==> config.mk <==
export PLATFORM = sky130hd
export DESIGN_NAME = fetch_queue
export DESIGN_NICKNAME = d
export VERILOG_FILES = /design/src/rtl/fetch_queue.sv
export SDC_FILE = /design/constraint.sdc
export NUM_CORES = 1
export LEC_CHECK = 0
export CAP_MARGIN = 10
export CORE_MARGIN = 10
export CORE_UTILIZATION = 36
export DETAILED_ROUTE_END_ITERATION = 12
export DONT_BUFFER_PORTS = 1
export GPL_ROUTABILITY_DRIVEN = 0
export PLACE_DENSITY_LB_ADDON = 0.15
export SYNTH_ARGS = -nofsm -noshare
export SYNTH_HDL_FRONTEND = slang
export SYNTH_SLANG_ARGS = --single-unit
==> constraint.sdc <==
create_clock -name clk -period 20.3 [get_ports clk]
set_input_delay 3.045 -clock clk [delete_from_list [all_inputs] [get_ports clk]]
set_output_delay 3.045 -clock clk [all_outputs]
set_load 0.01 [all_outputs]
==> src/rtl/fetch_queue.sv <==
// fetch_queue: in-order {pc, inst} buffer between fetch and decode with flush on redirect.
module fetch_queue #(
  parameter int DEPTH = 4,
  parameter int XLEN  = 32
) (
  input  logic                     clk,
  input  logic                     rst,
  input  logic                     in_valid,
  output logic                     in_ready,
  input  logic [XLEN-1:0]          in_pc,
  input  logic [XLEN-1:0]          in_inst,
  input  logic                     flush,
  output logic                     out_valid,
  input  logic                     out_ready,
  output logic [XLEN-1:0]          out_pc,
  output logic [XLEN-1:0]          out_inst,
  output logic [$clog2(DEPTH):0]   count
);
  localparam int AW = $clog2(DEPTH);
  localparam logic [AW:0] FULL = (AW+1)'(DEPTH);
  logic [XLEN-1:0] pc_mem [DEPTH];
  logic [XLEN-1:0] inst_mem [DEPTH];
  logic [AW-1:0] head_q, head_d, tail_q, tail_d;
  logic [AW:0] count_q, count_d;
  logic push, pop;
  assign in_ready  = count_q != FULL;
  assign out_valid = count_q != '0;
  assign push      = in_valid && in_ready;
  assign pop       = out_valid && out_ready;
  assign count     = count_q;
  // Storage is never exposed while empty: decode sees a NOP at pc 0 instead.
  assign out_pc    = out_valid ? pc_mem[head_q] : '0;
  assign out_inst  = out_valid ? inst_mem[head_q] : XLEN'(32'h00000013);
  always_comb begin
    head_d  = flush ? '0 : head_q + AW'(pop);
    tail_d  = flush ? '0 : tail_q + AW'(push);
    count_d = flush ? '0 : count_q + (AW+1)'(push) - (AW+1)'(pop);
  end
  always_ff @(posedge clk or posedge rst) begin
    if (rst) begin
      head_q  <= '0;
      tail_q  <= '0;
      count_q <= '0;
    end else begin
      head_q  <= head_d;
      tail_q  <= tail_d;
      count_q <= count_d;
    end
  end
  always_ff @(posedge clk) begin
    if (push && !flush) begin
      pc_mem[tail_q]   <= in_pc;
      inst_mem[tail_q] <= in_inst;
    end
  end
endmodule

==> summary.txt <==
Status
  – Status: completed

CTS
  – # hold bufs at CTS: 0
  – Root Buffer Master: clkbuf_16
  – CTS Buf Count: 29
  – Clock slew at reported path FFs: around 0.05 ns
  – CTS tree: yes
  – Postcts setup bufs: 0
  – H-tree level count: 1
  – Clk_lat worst skew: between 0.5 and 0.6 ns
  – Clock sink count: roughly 260
  – Max clock buf depth: 3
  – Post_cts resized: 0

Timing
  – Clock Skews: just over 0.009 ns
  – Fraction of the cycle the final worst path needs: 0.299
  – Final Hold Violating Endpoints: 0
  – Fin Setup TNS: 0 ns
  – Slew Limit Fails: 0
  – Finish-stage setup viols: 0
  – Worst Max-Slew Pin Slew: around 1.2 ns
  – Minimum clock period: slightly above 6 ns
  – Max Fclk: between 150 and 200 MHz
  – RSZ-0062 raised after global routing: no
  – Worst hold margin: 0.710 ns
  – Relative slew slack: 0.218

Critical path
  – Worst-path maximum fanout: between 40 and 50
  – Reg2Reg Launch Point: count[1]
  – CP arrival: 3.02 ns
  – Crit start category: register
  – CP Buf/Inv Count: 1
  – Worst setup startpoint: head_q[0]
  – Worst setup EP type: output pin
  – CP max stage delay: 0.85 ns
  – Worst path top cell family by delay: buffers and inverters
  – CP required: 17.26 ns
  – Critical path class: register to output pin
  – CP max stage cell: buf_4
  – CP cell instances: buf_4, mux4_2, and2_1

Layout
  – Area growth syn-to-layout: 12.0%
  – Layout cells sized above 1: 0.233
  – FF+latch area: approximately 7900 µm²
  – Commonest non-fill, non-tap cells in the layout: edfxtp_1, and2_1, mux4_2
  – Antenna cells: 0
  – FILL cells: between 2k and 3k
  – Multi-input gate area: roughly 2100 µm²
  – Final net count: around 530
  – Most common cell after layout, fill and taps aside: edfxtp_1

Pwr
  – Pleak: around 3.5 nW
  – PwrDens: around 130 nW/µm²
  – VDD IR max: between 0.06 and 0.07 mV

Synthesis
  – Post-synth cell types: 23
  – Most area-consuming cells after synthesis: edfxtp_1, mux4_2, and2_1
  – Yosys warns: 0
  – Sequential element share of the synthesized area: 0.774
  – Synth area leader: edfxtp_1
  – Yosys reg bits: roughly 260
  – Syn nets: 517
  – Yosys top cell area share: 0.757
  – Avg Inst Size Synth: around 23 µm²
  – Synth Instances: between 400 and 500
  – Post-Syn Area: a little over 10000 µm²

Die
  – FP Rows: between 60 and 70
  – Area of the die: around 35000 µm²
  – Initial Util: 0.366
  – Core Footprint: 27800 µm²
  – Chip width: 188 µm
  – I/O pin count: 138
  – Die height: between 150 and 200 µm

Place
  – DP Wirelength: 11500 µm
  – PortBufs: 0

Drt
  – Vias per cell: 5.02
  – Via count: approximately 4.3k
  – DR WL/cell: 24.1 µm
  – Detailed Route WL: between 20000 and 25000 µm
  – Antenna-violating nets left: 0
  – # DRC: 0
  – Drt first pass iters: 4
  – First DRT Iteration DRCs: 210

Global route
  – Initial antenna violation count: 0
  – GRT Util Overall: 0.116
  – Total gr overflow: 0
  – First-pass GRT wire length: about 31000 µm
  – Vias in the first global route: ~5.0k
  – Largest net degree at the start of global routing: 66

Worst hold path
  – Hold WC Path Type: register to register
  – Min-delay src: tail_q[0]

Job
  – Max_cap viols: 0
cells in the mapped netlist (all sizes together):
library cell,number
nor3,1
inv,5
ha,4
mux4,64
nand2b,2
buf,14
nor4bb,2
dfrtp,7
or2,3
fa,1
nor4b,1
edfxtp,256
and4b,1
nor2,5
xnor2,2
clkbuf,7
and2,62
nor2b,4
xnor3,1
nor3b,1
sequential cells by signal, indices dropped and copies added (netlist names):
register,cells
count,3
head_q,2
inst_mem,128
pc_mem,128
tail_q,2
worst register-to-register path, cell delays in order, from the launching register on:
cell and delay [ns]:
dfrtp_1 0.47, nor3_1 0.67, inv_2 0.34, buf_12 0.29
and2_1 0.22, ha_1 0.27, inv_1 0.06, ha_1 0.13
inv_1 0.05, fa_1 0.40, xnor3_1 0.18, nor2_1 0.10
where the power goes:
group | switching, W | internal (W) | leakage [nW] | total, W
clock | 0.000196 | 0.000259 | 0.407 | 0.000455
combinational | 0.000182 | 0.000134 | 0.683 | 0.000315
sequential | 0.0000316 | 0.000634 | 2.41 | 0.000665
area by class of cell:
class / count / share of cell area
Sequential cell: 263 / 0.692
Multi-Input combinational cell: 154 / 0.187
Clock buffer: 35 / 0.0658
Tap cell: 378 / 0.0416
Clock inverter: 16 / 0.00649
Timing Repair Buffer: 7 / 0.00572
Inverter: 5 / 0.00165
metal layers:
layer	vias up	part of all wire	global-route usage
met3	37	0.11	0.0603
met5	-	0	0
met1	2294	0.37	0.122
li1	1835	-	-
met2	139	0.49	0.201
met4	0	0.025	0.0314
final timing paths:
| kind | end | slack, ns | cells after the start |
|---|---|---|---|
| worst max-delay path | out_inst[26] | 14.23 | 3 |
| worst min register to register | tail_q[0] | 0.71 | 2 |
| worst min-delay path | tail_q[0] | 0.71 | 2 |
| min in group asynchronous | count[0] | 2.35 | 1 |
| worst max register to register | count[2] | 17.06 | 11 |
| max in group asynchronous | head_q[0] | 17.68 | 1 |
logic make-up after synthesis:
group         Yosys count  synth area share
simple gates           82            0.0506
mux                    64             0.143
fa+ha+maj               5           0.00690
xor+xnor                3           0.00394
flops                 263             0.774
buf+inv                26            0.0208
through the flow:
| stage | setup WS (ns) | total power, W | cell area, µm² | util | instances |
|---|---|---|---|---|---|
| after floorplan | 9.67 | 0.000933 | 10200 | - | 443 |
| after global placement | 14.71 | 0.000995 | 10500 | 0.379 | 806 |
| after detailed placement | 14.70 | 0.000999 | 10500 | 0.379 | 806 |
| after CTS | 14.11 | 0.00146 | 11300 | 0.409 | 857 |
| after global routing | 13.94 | 0.00151 | 11400 | 0.409 | 858 |
| final | 14.23 | 0.00144 | 11400 | 0.409 | 858 |
(Power assumes the default switching activity.)
